File: config.mk
export PLATFORM = sky130hd
export DESIGN_NAME = sma_moving_stats
export DESIGN_NICKNAME = d
export VERILOG_FILES = /design/src/rtl/sma_moving_stats.sv
export SDC_FILE = /design/constraint.sdc
export NUM_CORES = 1
export LEC_CHECK = 0
export ABC_AREA = 1
export BUFFER_PORTS_ARGS = -buffer_cell sky130_fd_sc_hd__buf_2
export CORE_MARGIN = 10
export CORE_UTILIZATION = 30
export DETAILED_ROUTE_END_ITERATION = 16
export SYNTH_ARGS = -nofsm -noshare
export SYNTH_HDL_FRONTEND = slang
export SYNTH_SLANG_ARGS = --single-unit
File: constraint.sdc
create_clock -name i_clk -period 6 [get_ports i_clk]
set_input_delay 1.2 -clock i_clk [delete_from_list [all_inputs] [get_ports i_clk]]
set_output_delay 1.2 -clock i_clk [all_outputs]
set_load 0.02 [all_outputs]
File: src/rtl/sma_moving_stats.sv
// sma_moving_stats: per-stock moving-window sum and mean, two-stage pipeline, one sample per cycle.
module sma_moving_stats #(
    parameter int NUM_STOCKS  = 4,
    parameter int BUFFER_SIZE = 64,
    parameter int DATA_WIDTH  = 32,
    localparam int SID_W  = $clog2(NUM_STOCKS),
    localparam int LOG_BS = $clog2(BUFFER_SIZE),
    localparam int SUM_W  = DATA_WIDTH + LOG_BS
) (
    input  logic                  i_clk,
    input  logic                  i_reset,
    input  logic                  i_valid,
    input  logic [SID_W-1:0]      i_stock_id,
    input  logic [DATA_WIDTH-1:0] i_incoming_price,
    input  logic [DATA_WIDTH-1:0] i_outgoing_price,
    output logic                  o_valid,
    output logic [SID_W-1:0]      o_stock_id,
    output logic [SUM_W-1:0]      o_sum,
    output logic [DATA_WIDTH-1:0] o_mean,
    output logic                  o_full
);
    localparam logic [LOG_BS:0] FULL_CNT = (LOG_BS+1)'(BUFFER_SIZE);
    localparam logic [LOG_BS:0] ONE_CNT  = (LOG_BS+1)'(1);
    logic [SUM_W-1:0]      sum [NUM_STOCKS];
    logic [LOG_BS:0]       cnt [NUM_STOCKS];
    logic                  s1_valid;
    logic [SID_W-1:0]      s1_id;
    logic [DATA_WIDTH-1:0] s1_price;
    logic                  was_full;
    logic                  new_full;
    logic [DATA_WIDTH-1:0] out_eff;
    logic [SUM_W-1:0]      new_sum;
    logic [LOG_BS:0]       new_cnt;
    // Until the window is full the outgoing slot holds stale data and must not be subtracted.
    always_comb begin
        was_full = cnt[s1_id] == FULL_CNT;
        out_eff  = was_full ? i_outgoing_price : '0;
        new_sum  = sum[s1_id] + SUM_W'(s1_price) - SUM_W'(out_eff);
        new_cnt  = was_full ? cnt[s1_id] : cnt[s1_id] + ONE_CNT;
        new_full = new_cnt == FULL_CNT;
    end
    always_ff @(posedge i_clk) begin
        if (i_reset) begin
            s1_valid   <= 1'b0;
            s1_id      <= '0;
            s1_price   <= '0;
            o_valid    <= 1'b0;
            o_stock_id <= '0;
            o_sum      <= '0;
            o_mean     <= '0;
            o_full     <= 1'b0;
            for (int i = 0; i < NUM_STOCKS; i++) begin
                sum[i] <= '0;
                cnt[i] <= '0;
            end
        end else begin
            s1_valid <= i_valid && (32'(i_stock_id) < NUM_STOCKS);
            s1_id    <= i_stock_id;
            s1_price <= i_incoming_price;
            o_valid  <= s1_valid;
            if (s1_valid) begin
                sum[s1_id] <= new_sum;
                cnt[s1_id] <= new_cnt;
                o_stock_id <= s1_id;
                o_sum      <= new_sum;
                o_full     <= new_full;
                o_mean     <= new_full ? DATA_WIDTH'(new_sum >> LOG_BS) : '0;
            end
        end
    end
endmodule

==> qor.tcl, run 1 <==
set qor(clk_pin_slew_worst_paths_ns) 0.06
set qor(grt_setup_unrepaired) {no}
set qor(total_power_uw) 5900
set qor(worst_r2r_path_depth) 23
set qor(syn-cell-area_mm2) 0.0155
set qor(clock_sinks) 289
set qor(yosys.cell_types.count) 35
set qor(ys_seq_area_share_pct) 49.1
set qor(cts_tree) {done}
set qor(postCtsResizedCells) 0
set qor(port_buffers) 142
set qor(timing.clock.skew_ns) 0.0265
set qor(startpoint_type) {flip-flop}
set qor(fin_setup_tns_ns) 0
set qor(worst_slew_pin_slew_ns) 0.944
set qor(cellPowerDensity_mw_per_mm2) 328
set qor(clkLatencyLatePin_ns) 0.54
set qor(drt-initial-drc-count) 951
set qor(area.growth.synth_to_final_pct) 16.4
set qor(insertedDiodeCount) 0
set qor(timing.critical_path.required_ns) 6.46
set qor(num_io_pins) 143
set qor(end_kind) {flip-flop}
set qor(rows) 83
set qor(netlist_instances) 1930
set qor(hp_class) {reg2reg}
set qor(most_prevalent_standard_cell_on_the_critical_path) {sky130_fd_sc_hd__nand2_1}
set qor(layout-drive-gt1-share_pct) 12.8
set qor(min_period_ns) 5.09
set qor(gp_congestion) 0.958
set qor(maxSlewHeadroom_pct) 37.1
set qor(path_max_fanout) 39
set qor(worstPathCellList) {inv_2 -> buf_4 -> nand3_2 -> nand2_4 -> nand2_2 -> nor2_4 -> nand2_4 -> nor2_1 -> ha_1 -> inv_1 -> ha_1 -> inv_1 -> fa_1 -> inv_1 -> nand3_1 -> nand3_1 -> nand2_1 -> nand2_1 -> nand2_1 -> nand2_1 -> xnor2_1 -> or2_2 -> o21ai_2}
set qor(grt.overflow.total) 0
set qor(post-route-period-util_pct) 84.8
set qor(critPathMaxStageDelay_ns) 0.46
set qor(drt-total-wl_um) 47900
set qor(seqPwrFrac_pct) 38.8
set qor(result_of_the_run) {complete, no violations}
set qor(worst_ep_arrival_time_ns) 5.54
set qor(power_leakage_uw) 0.00875
set qor(gr-usage-all-layers_pct) 15.6
set qor(post_drt_via_cell_ratio) 4.61
set qor(finalCoreUtilization_pct) 35.1
set qor(power.share.switching_pct) 34.2
set qor(die-height_um) 247
set qor(first_global_vias) 12800
set qor(cts_root_buffer) {sky130_fd_sc_hd__clkbuf_16}
set qor(internal_power_uw) 3890
set qor(timing.hold.worst_path_depth) 2
set qor(die-area_mm2) 0.0610
set qor(vdd.ir_drop.worst_uv) 148
set qor(wire_per_inst_um) 17.3
set qor(wire_length_of_the_first_global_routing_pass_um) 73600
set qor(cts_made_buffers) 35
set qor(floorplan.initialDensity_pct) 30.2
set qor(slew_viol_final) 0
set qor(synth_seq_cells) 289
set qor(detailroute.via_count) 12700
set qor(library_cell_contributing_the_largest_single_delay_on_the_critical_path) {sky130_fd_sc_hd__dfxtp_1}
set qor(post_synth.cell_area_avg_um2) 8.01
set qor(finalNonFillerCells) 2767
set qor(switchingPower_uw) 2020
set qor(initial_antenna_violation_count) 1
set qor(core_mm2) 0.0512
set qor(syn-num-nets) 2071
set qor(crit_type) {reg2reg}
set qor(route.detailed.drc) 0
set qor(share_comb_of_total_power_pct) 27.0
set qor(cts_hold_repair.buffers) 0
set qor(finalNetCount) 2201
set qor(dpl_hpwl_um) 33900
set qor(htree_num_levels) 2
set qor(max_freq_ghz) 0.197
set qor(report.final.hold_viol_count) 0
set qor(floorplan.die.width_um) 247
set qor(report.final.setup_viol) 0
set qor(maximum_number_of_pins_on_one_net_before_global_route_repair) 73
set qor(ant_nets) 0
set qor(clock_path_buffers) 3
set qor(clock_power_share_pct) 34.2
set qor(post-cts-setup-buffer-count) 0
set qor(yosys_warnings) 0
set qor(first_pass_iters) 7
set qor(placedCellCount) 2703
set qor(drv.max_cap_violation_count) 0
==> synth_stat cells (all sizes together) <==
cell type | instances | share of area, %
a21oi | 69 | 2.2
a32o | 32 | 2.1
a32oi | 4 | 0.23
and2 | 2 | 0.081
buf | 21 | 0.79
clkbuf | 50 | 1.2
dfxtp | 109 | 14
edfxtp | 180 | 35
fa | 32 | 4.1
ha | 40 | 3.2
inv | 343 | 8.3
nand2 | 567 | 14
nand3 | 56 | 1.9
nand4 | 20 | 0.81
nor2 | 312 | 7.7
nor3 | 7 | 0.30
o21ai | 48 | 1.8
o21bai | 2 | 0.097
or2 | 13 | 0.53
xnor2 | 16 | 0.96
xor2 | 7 | 0.45
==> worst max-delay path: cells and delay by family (launching register included) <==
kind                       cells  cell delay (ns)
and+or+nand+nor               13             2.15
AOI/OAI and AO/OA              1             0.12
buffers and inverters          5             0.98
adders and majority gates      3             0.98
xor gates and xnor gates       1             0.29
DFF                            1             0.46
==> cell families after synthesis <==
logic type / count (synthesis) / synth area share [%]
flops: 289 / 49.1
xor+xnor: 23 / 1.40
buf+inv: 414 / 10.3
fa+ha+maj: 72 / 7.38
simple gates: 977 / 25.4
compound gates: 155 / 6.43
==> metal layers <==
layer  track usage, %  wire (µm)
met5                0          0
met4             5.14       1230
met3             2.54       3110
met2             26.2      22600
met1             20.1      21000
==> registers in the layout, summed over array words and instances, names as in the netlist, 2 cells and up <==
| name | count |
|---|---|
| o_sum | 38 |
| s1_price | 32 |
| o_mean | 32 |
| o_stock_id | 2 |
| sum | 152 |
| s1_id | 2 |
| cnt | 28 |
==> power by group through the flow <==
stage / registers [µW] / clock network [µW] / logic, µW
CTS: 2290 / 2060 / 1600
global route: 2310 / 2140 / 1790
floorplan: 2370 / 0 / 1040
global placement: 2330 / 0 / 1580
detailed placement: 2330 / 0 / 1590
finish: 2290 / 2020 / 1590
==> stage by stage <==
stage | hold slack (ns) | instance area (µm²) | worst slack (ns)
after global placement | 0.435 | 16900 | 0.988
after global routing | 0.468 | 18000 | 0.513
after floorplan | 0.466 | 15500 | 1.14
after detailed placement | 0.437 | 16900 | 0.894
after CTS | 0.451 | 18000 | 0.885
final | 0.450 | 18000 | 0.911
==> cell type report <==
| type | instances | area (µm²) |
|---|---|---|
| repair buffers | 164 | 876 |
| clock buffers | 56 | 1030 |
| flip-flops and latches | 289 | 7590 |
| clock inverters | 8 | 62.6 |
| well taps | 680 | 851 |
| fillers | 5357 | 33200 |
| inverters | 343 | 1290 |
| multi-input cells | 1227 | 6300 |
==> cell usage in the layout, fill, tap and decap left out, types with 11 or more instances in the layout <==
| cell type | instances |
|---|---|
| sky130_fd_sc_hd__clkbuf_16 | 36 |
| sky130_fd_sc_hd__nor2_1 | 306 |
| sky130_fd_sc_hd__xnor2_1 | 15 |
| sky130_fd_sc_hd__buf_2 | 142 |
| sky130_fd_sc_hd__edfxtp_1 | 180 |
| sky130_fd_sc_hd__a32o_1 | 32 |
| sky130_fd_sc_hd__nand4_1 | 20 |
| sky130_fd_sc_hd__nand3_1 | 53 |
| sky130_fd_sc_hd__clkbuf_1 | 15 |
| sky130_fd_sc_hd__fa_1 | 32 |
| sky130_fd_sc_hd__or2_2 | 13 |
| sky130_fd_sc_hd__nand2_1 | 554 |
| sky130_fd_sc_hd__a21oi_1 | 69 |
| sky130_fd_sc_hd__ha_1 | 40 |
| sky130_fd_sc_hd__o21ai_0 | 35 |
| sky130_fd_sc_hd__buf_4 | 22 |
| sky130_fd_sc_hd__dfxtp_1 | 108 |
| sky130_fd_sc_hd__inv_1 | 339 |
| sky130_fd_sc_hd__nand2_2 | 11 |
==> path summary, 6_finish.rpt <==
kind                  start         end  slack (ns)
setup / recovery   s1_id[1]  o_mean[10]        0.91
hold / removal    o_sum[20]   o_sum[20]        0.45
setup reg to reg   s1_id[1]  o_mean[10]        0.91
hold reg to reg   o_sum[20]   o_sum[20]        0.45
Power figures use the tool's default switching activity.
==> run 2, diff against run 1 <==
- clock period: 6 -> 5.24 ns (I/O delays scaled with it)
==> run 2 against run 1 <==
Against the previous run: sequential share of layout area shrank 0.40 points; total power up 17%; cell area grew 0.95%; utilization up 0.33 points; clock-buffer cell count fell by 7; critical path type unchanged; highest routed layer unchanged.
==> qor.tcl, run 2 (synthesized netlist as in run 1, its figures left out) <==
set qor(result_of_the_run) {complete, no violations}
set qor(core_mm2) 0.0512 ;# unchanged
set qor(placedCellCount) 2712 ;# +0.33%
set qor(insertedDiodeCount) 0 ;# unchanged
set qor(critPathMaxStageDelay_ns) 0.91 ;# +0.45 ns
set qor(finalCoreUtilization_pct) 35.5 ;# +0.33 points
set qor(drt-initial-drc-count) 961 ;# +1.1%
set qor(first_global_vias) 12800 ;# -0.44%
set qor(power_leakage_uw) 0.00885 ;# +1.2%
set qor(detailroute.via_count) 12700 ;# -0.32%
set qor(dpl_hpwl_um) 34000 ;# +0.21%
set qor(min_period_ns) 4.77 ;# -0.323 ns
set qor(num_io_pins) 143 ;# unchanged
set qor(clk_pin_slew_worst_paths_ns) 0.06 ;# about the same
set qor(grt_setup_unrepaired) {no}
set qor(fin_setup_tns_ns) 0 ;# unchanged
set qor(max_freq_ghz) 0.210 ;# +6.8%
set qor(most_prevalent_standard_cell_on_the_critical_path) {sky130_fd_sc_hd__nand2_1}
set qor(clock_path_buffers) 3 ;# unchanged
set qor(finalNonFillerCells) 2778 ;# +0.40%
set qor(mostFrequentLayoutCell) {sky130_fd_sc_hd__nand2_1}
set qor(worst_ep_arrival_time_ns) 5.17 ;# -0.37 ns
set qor(vdd.ir_drop.worst_uv) 188 ;# +26%
set qor(ant_nets) 0 ;# unchanged
set qor(drv.max_cap_violation_count) 0 ;# unchanged
set qor(end_kind) {flip-flop}
set qor(setup.worst_path.start) {s1_id[0]}
set qor(slew_viol_final) 0 ;# unchanged
set qor(cts_made_buffers) 36 ;# +2.9%
set qor(worstPathCellList) {inv_2 -> buf_4 -> nand2_1 -> nand3_1 -> nand2_2 -> nand2_1 -> inv_2 -> nand2_4 -> nor2_1 -> fa_1 -> inv_1 -> ha_1 -> nand2_1 -> inv_1 -> a21oi_1 -> nor2_1 -> nor2_1 -> nand2_1 -> xnor2_1 -> or2_2 -> o21ai_2}
set qor(fillers) 5377 ;# +0.37%
set qor(final_cell_mix) {sky130_fd_sc_hd__nand2_1 (554), sky130_fd_sc_hd__inv_1 (339), sky130_fd_sc_hd__nor2_1 (306)}
set qor(post_drt_via_cell_ratio) 4.57 ;# -0.72%
set qor(finalNetCount) 2211 ;# +0.45%
set qor(postCtsResizedCells) 0 ;# unchanged
set qor(hp_class) {reg2reg}
set qor(report.final.hold_viol_count) 0 ;# unchanged
set qor(gp_congestion) 0.948 ;# -1.1%
set qor(reg2reg_from) {s1_id[0]}
set qor(area.growth.synth_to_final_pct) 17.5
set qor(layout-drive-gt1-share_pct) 13.5 ;# +0.74 points
set qor(maxSlewHeadroom_pct) 24.1 ;# -13 points
set qor(post-cts-setup-buffer-count) 0 ;# unchanged
set qor(top_flop_regs) {sum (152), o_sum (38)}
set qor(worst_slew_pin_slew_ns) 1.13 ;# +0.186 ns
set qor(wire_per_inst_um) 17.0 ;# -2.0%
set qor(drt-total-wl_um) 47200 ;# -1.6%
set qor(clock_sinks) 289 ;# unchanged
set qor(die-height_um) 247 ;# unchanged
set qor(clkLatencyLatePin_ns) 0.56 ;# +0.02 ns
set qor(gr-usage-all-layers_pct) 15.3 ;# -0.30 points
set qor(timing.critical_path.required_ns) 5.65 ;# -0.81 ns
set qor(holdWs_ns) 0.448 ;# -0.00205 ns
set qor(path_max_fanout) 36 ;# -7.7%
set qor(report.final.setup_viol) 0 ;# unchanged
set qor(rows) 83 ;# unchanged
set qor(first_pass_iters) 5 ;# -2
set qor(port_buffers) 142 ;# unchanged
set qor(hold_path_startpoint) {o_sum[29]}
set qor(cts_hold_repair.buffers) 0 ;# unchanged
set qor(floorplan.initialDensity_pct) 30.2 ;# unchanged
set qor(cellPowerDensity_mw_per_mm2) 382 ;# +16%
set qor(post-route-period-util_pct) 90.9 ;# +6.1 points
set qor(crit_type) {reg2reg}
set qor(htree_num_levels) 2 ;# unchanged
set qor(grt.overflow.total) 0 ;# unchanged
set qor(cts_root_buffer) {sky130_fd_sc_hd__clkbuf_16}
set qor(timing.clock.skew_ns) 0.0275 ;# +0.00102 ns
set qor(library_cell_contributing_the_largest_single_delay_on_the_critical_path) {sky130_fd_sc_hd__xnor2_1}
set qor(wire_length_of_the_first_global_routing_pass_um) 72600 ;# -1.4%
set qor(initial_antenna_violation_count) 0 ;# -1
set qor(total_power_uw) 6930 ;# +17%
set qor(route.detailed.drc) 0 ;# unchanged
set qor(floorplan.die.width_um) 247 ;# unchanged
set qor(cts_tree) {done}
set qor(startpoint_type) {flip-flop}
set qor(registers.top_by_ff_count) {sum}
set qor(die-area_mm2) 0.0610 ;# unchanged
set qor(largest_register_ffs) 152 ;# unchanged
set qor(maximum_number_of_pins_on_one_net_before_global_route_repair) 50 ;# -32%
## run 2: layout make-up
| type | count | area, µm² | share of cell area, % |
|---|---|---|---|
| flip-flops and latches | 289 | 7590 | 41.8 |
| clock buffers | 49 | 1060 | 5.86 |
| repair buffers | 173 | 943 | 5.19 |
| clock inverters | 17 | 128 | 0.703 |
| inverters | 343 | 1290 | 7.09 |
| multi-input cells | 1227 | 6300 | 34.7 |
| well taps | 680 | 851 | 4.68 |
## run 2: per-stage QoR
step	cell area (µm²)	worst slack (ns)
after floorplan	15500	0.384
after global placement	17000	0.611
after detailed placement	17000	0.563
after CTS	18200	0.527
after global routing	18200	0.154
final	18200	0.474
## run 2: path summary, 6_finish.rpt
check	to	slack [ns]	depth (start not counted)
max	o_mean[10]	0.47	21
min	o_sum[29]	0.45	2
max reg2reg	o_mean[10]	0.47	21
min reg2reg	o_sum[29]	0.45	2
## run 2: worst max-delay path: cells and delay by family, from the launching register on
| family | cells | cell delay [ns] |
|---|---|---|
| and+or+nand+nor | 11 | 1.44 |
| DFF | 1 | 0.37 |
| buffers and inverters | 5 | 0.74 |
| AOI/OAI and AO/OA | 2 | 0.30 |
| xor gates and xnor gates | 1 | 0.91 |
| adders and majority gates | 2 | 0.85 |
## run 2: power breakdown
group / switching (µW) / total, µW / internal, µW
combinational: 1280 / 1830 / 542
sequential: 53.3 / 2620 / 2570
clock: 1000 / 2480 / 1480
## run 2: layer usage
layer | wire (µm) | global-route usage [%]
met3 | 2750 | 2.27
met4 | 1160 | 5.09
met1 | 20800 | 19.7
met2 | 22400 | 25.8
met5 | 0 | 0
==> run 3, diff against run 2 <==
- PLACE_DENSITY_LB_ADDON: not set -> 0.15
==> run 3 against run 2 <==
Against the previous run: worst hold slack worse by 0.00088 ns; final cell count hardly changed; clock skew down 0.0044 ns; die area is the same; via count shrank 1.5%; sequential share of layout area grew 0.11 points; sequential power about the same; global-route usage rose by 1.2 points; total power fell by 0.71%; routed wire length rose by 6.1%; clock power fell by 4%; largest cell class unchanged; highest routed layer unchanged.
==> qor.tcl, run 3 (synthesized netlist as in run 1, its figures left out) <==
set qor(drt-initial-drc-count) 845 ;# -12%
set qor(clkLatencyLatePin_ns) 0.54 ;# -0.02 ns
set qor(slew_viol_final) 0 ;# unchanged
set qor(place_ws_ns) 0.424 ;# -0.139 ns
set qor(critPathMaxStageDelay_ns) 0.85 ;# -0.06 ns
set qor(end_kind) {flip-flop}
set qor(wire_per_inst_um) 18.0 ;# +6.2%
set qor(power_leakage_uw) 0.00881 ;# -0.39%
set qor(finalNetCount) 2212 ;# +0.045%
set qor(htree_num_levels) 2 ;# unchanged
set qor(die-height_um) 247 ;# unchanged
set qor(detailroute.via_count) 12500 ;# -1.5%
set qor(dpl_hpwl_um) 35000 ;# +3.1%
set qor(hp_class) {reg2reg}
set qor(post-route-period-util_pct) 91.7 ;# +0.80 points
set qor(route.detailed.drc) 0 ;# unchanged
set qor(min_period_ns) 4.81 ;# +0.0420 ns
set qor(floorplan.die.width_um) 247 ;# unchanged
set qor(most_prevalent_standard_cell_on_the_critical_path) {sky130_fd_sc_hd__nand2_1}
set qor(clk_pin_slew_worst_paths_ns) 0.06 ;# about the same
set qor(insertedDiodeCount) 0 ;# unchanged
set qor(post-route-worst-setup-slack_ns) 0.432 ;# -0.0420 ns
set qor(grt.overflow.total) 0 ;# unchanged
set qor(post-cts-setup-buffer-count) 0 ;# unchanged
set qor(gr-usage-all-layers_pct) 16.5 ;# +1.2 points
set qor(core_mm2) 0.0512 ;# unchanged
set qor(timing.critical_path.required_ns) 5.65 ;# about the same
set qor(result_of_the_run) {complete, no violations}
set qor(floorplan.initialDensity_pct) 30.2 ;# unchanged
set qor(cts_made_buffers) 36 ;# unchanged
set qor(worstPathCellList) {inv_2 -> buf_4 -> nand2_1 -> nand3_1 -> nand2_2 -> nand2_1 -> inv_2 -> nand2_4 -> nor2_1 -> fa_1 -> inv_1 -> ha_1 -> nand2_1 -> inv_1 -> a21oi_1 -> nor2_1 -> nor2_1 -> nand2_1 -> xnor2_1 -> or2_2 -> o21ai_2}
set qor(top_flop_regs) {sum (152), o_sum (38)}
set qor(wire_length_of_the_first_global_routing_pass_um) 77100 ;# +6.2%
set qor(layout-drive-gt1-share_pct) 13.3 ;# -0.28 points
set qor(mostFrequentLayoutCell) {sky130_fd_sc_hd__nand2_1}
set qor(critical_path.n_buffers_inverters) 5 ;# unchanged
set qor(drt-total-wl_um) 50100 ;# +6.1%
set qor(largest_register_ffs) 152 ;# unchanged
set qor(report.final.hold_viol_count) 0 ;# unchanged
set qor(ant_nets) 0 ;# unchanged
set qor(startpoint_type) {flip-flop}
set qor(vdd.ir_drop.worst_uv) 155 ;# -17%
set qor(area.growth.synth_to_final_pct) 17.2
set qor(fin_setup_tns_ns) 0 ;# unchanged
set qor(maximum_number_of_pins_on_one_net_before_global_route_repair) 52 ;# +4.0%
set qor(first_pass_iters) 5 ;# unchanged
set qor(clock_sinks) 289 ;# unchanged
set qor(post_drt_via_cell_ratio) 4.51 ;# -1.5%
set qor(first_global_vias) 12800 ;# +0.42%
set qor(path_max_fanout) 28 ;# -22%
set qor(registers.top_by_ff_count) {sum}
set qor(gp_congestion) 0.886 ;# -6.5%
set qor(initial_antenna_violation_count) 0 ;# unchanged
set qor(cellPowerDensity_mw_per_mm2) 380 ;# -0.45%
set qor(timing.clock.skew_ns) 0.0231 ;# -0.00439 ns
set qor(maxSlewHeadroom_pct) 29.4 ;# +5.3 points
set qor(worst_ep_arrival_time_ns) 5.21 ;# +0.04 ns
set qor(worst_slew_pin_slew_ns) 1.05 ;# -0.0787 ns
set qor(drv.max_cap_violation_count) 0 ;# unchanged
set qor(port_buffers) 142 ;# unchanged
set qor(cts_hold_repair.buffers) 0 ;# unchanged
set qor(max_freq_ghz) 0.208 ;# -0.87%
set qor(die-area_mm2) 0.0610 ;# unchanged
set qor(cts_tree) {done}
set qor(cts_root_buffer) {sky130_fd_sc_hd__clkbuf_16}
set qor(grt_setup_unrepaired) {no}
set qor(report.final.setup_viol) 0 ;# unchanged
set qor(postCtsResizedCells) 0 ;# unchanged
set qor(library_cell_contributing_the_largest_single_delay_on_the_critical_path) {sky130_fd_sc_hd__xnor2_1}
set qor(final_cell_mix) {sky130_fd_sc_hd__nand2_1 (554), sky130_fd_sc_hd__inv_1 (339), sky130_fd_sc_hd__nor2_1 (306)}
set qor(top_cell_family_by_delay_on_the_critical_path) {simple AND/OR/NAND/NOR gates}
set qor(rows) 83 ;# unchanged
set qor(num_io_pins) 143 ;# unchanged
set qor(clock_path_buffers) 3 ;# unchanged
set qor(crit_type) {reg2reg}
==> run 3: cell count changes in the layout (fill, tap and decap cells not counted) <==
cell / previous run / this run
sky130_fd_sc_hd__buf_12: 0 / 2
sky130_fd_sc_hd__buf_4: 31 / 30
sky130_fd_sc_hd__clkbuf_1: 5 / 11
sky130_fd_sc_hd__clkbuf_16: 39 / 37
sky130_fd_sc_hd__clkbuf_8: 5 / 3
sky130_fd_sc_hd__clkinv_2: 5 / 4
sky130_fd_sc_hd__clkinv_4: 3 / 2
sky130_fd_sc_hd__inv_4: 1 / 0
sky130_fd_sc_hd__inv_6: 2 / 1
sky130_fd_sc_hd__nand3_1: 53 / 52
sky130_fd_sc_hd__nand3_2: 3 / 4
==> run 3: stage by stage <==
| step | power (µW) | cell area (µm²) | hold slack (ns) | std cells | util (%) |
|---|---|---|---|---|---|
| after floorplan | 3910 | 15500 | 0.466 | 1930 | - |
| after global placement | 4570 | 17000 | 0.437 | 2713 | 33.2 |
| after detailed placement | 4570 | 17000 | 0.438 | 2713 | 33.2 |
| after CTS | 6980 | 18100 | 0.451 | 2777 | 35.4 |
| after global routing | 7300 | 18100 | 0.460 | 2777 | 35.4 |
| final | 6880 | 18100 | 0.447 | 2777 | 35.4 |
==> run 3: final timing paths <==
path                      to  slack [ns]  depth (start not counted)      start
hold reg to reg    o_sum[20]        0.45                          2  o_sum[20]
setup reg to reg  o_mean[10]        0.43                         21   s1_id[0]
setup / recovery  o_mean[10]        0.43                         21   s1_id[0]
hold / removal     o_sum[20]        0.45                          2  o_sum[20]
==> run 3: report_power, final <==
group          total, µW  internal, µW  leakage, µW  switching, µW
clock network       2380          1390     0.000539            987
logic               1880           549      0.00552           1330
registers           2620          2570      0.00276           51.8
==> run 3: cell type report <==
cell class / instances / area, µm²
Clock buffer: 51 / 1010
Clock inverter: 13 / 98.8
Fill cell: 5463 / 33100
Inverter: 343 / 1290
Multi-Input combinational cell: 1227 / 6300
Sequential cell: 289 / 7590
Tap cell: 680 / 851
Timing Repair Buffer: 174 / 976
==> run 3: worst reg2reg max path, cell delays in order, from the launching register on <==
cell,delay (ns)
sky130_fd_sc_hd__dfxtp_2,0.32
sky130_fd_sc_hd__inv_2,0.22
sky130_fd_sc_hd__buf_4,0.37
sky130_fd_sc_hd__nand2_1,0.11
sky130_fd_sc_hd__nand3_1,0.10
sky130_fd_sc_hd__nand2_2,0.12
sky130_fd_sc_hd__nand2_1,0.10
sky130_fd_sc_hd__inv_2,0.06
sky130_fd_sc_hd__nand2_4,0.26
sky130_fd_sc_hd__nor2_1,0.15
sky130_fd_sc_hd__fa_1,0.52
sky130_fd_sc_hd__inv_1,0.05
sky130_fd_sc_hd__ha_1,0.34
sky130_fd_sc_hd__nand2_1,0.16
sky130_fd_sc_hd__inv_1,0.06
sky130_fd_sc_hd__a21oi_1,0.25
sky130_fd_sc_hd__nor2_1,0.07
sky130_fd_sc_hd__nor2_1,0.09
sky130_fd_sc_hd__nand2_1,0.14
sky130_fd_sc_hd__xnor2_1,0.85
sky130_fd_sc_hd__or2_2,0.27
sky130_fd_sc_hd__o21ai_2,0.06
==> run 3: per-layer routing <==
layer  GRT usage [%]  up-vias  share of wire (%)
met1            21.4     5927                 46
met2            28.1      264                 48
li1                -     6271                  -
met5               0        -                  0
met4            4.40        0                1.7
met3            2.29       53                4.3
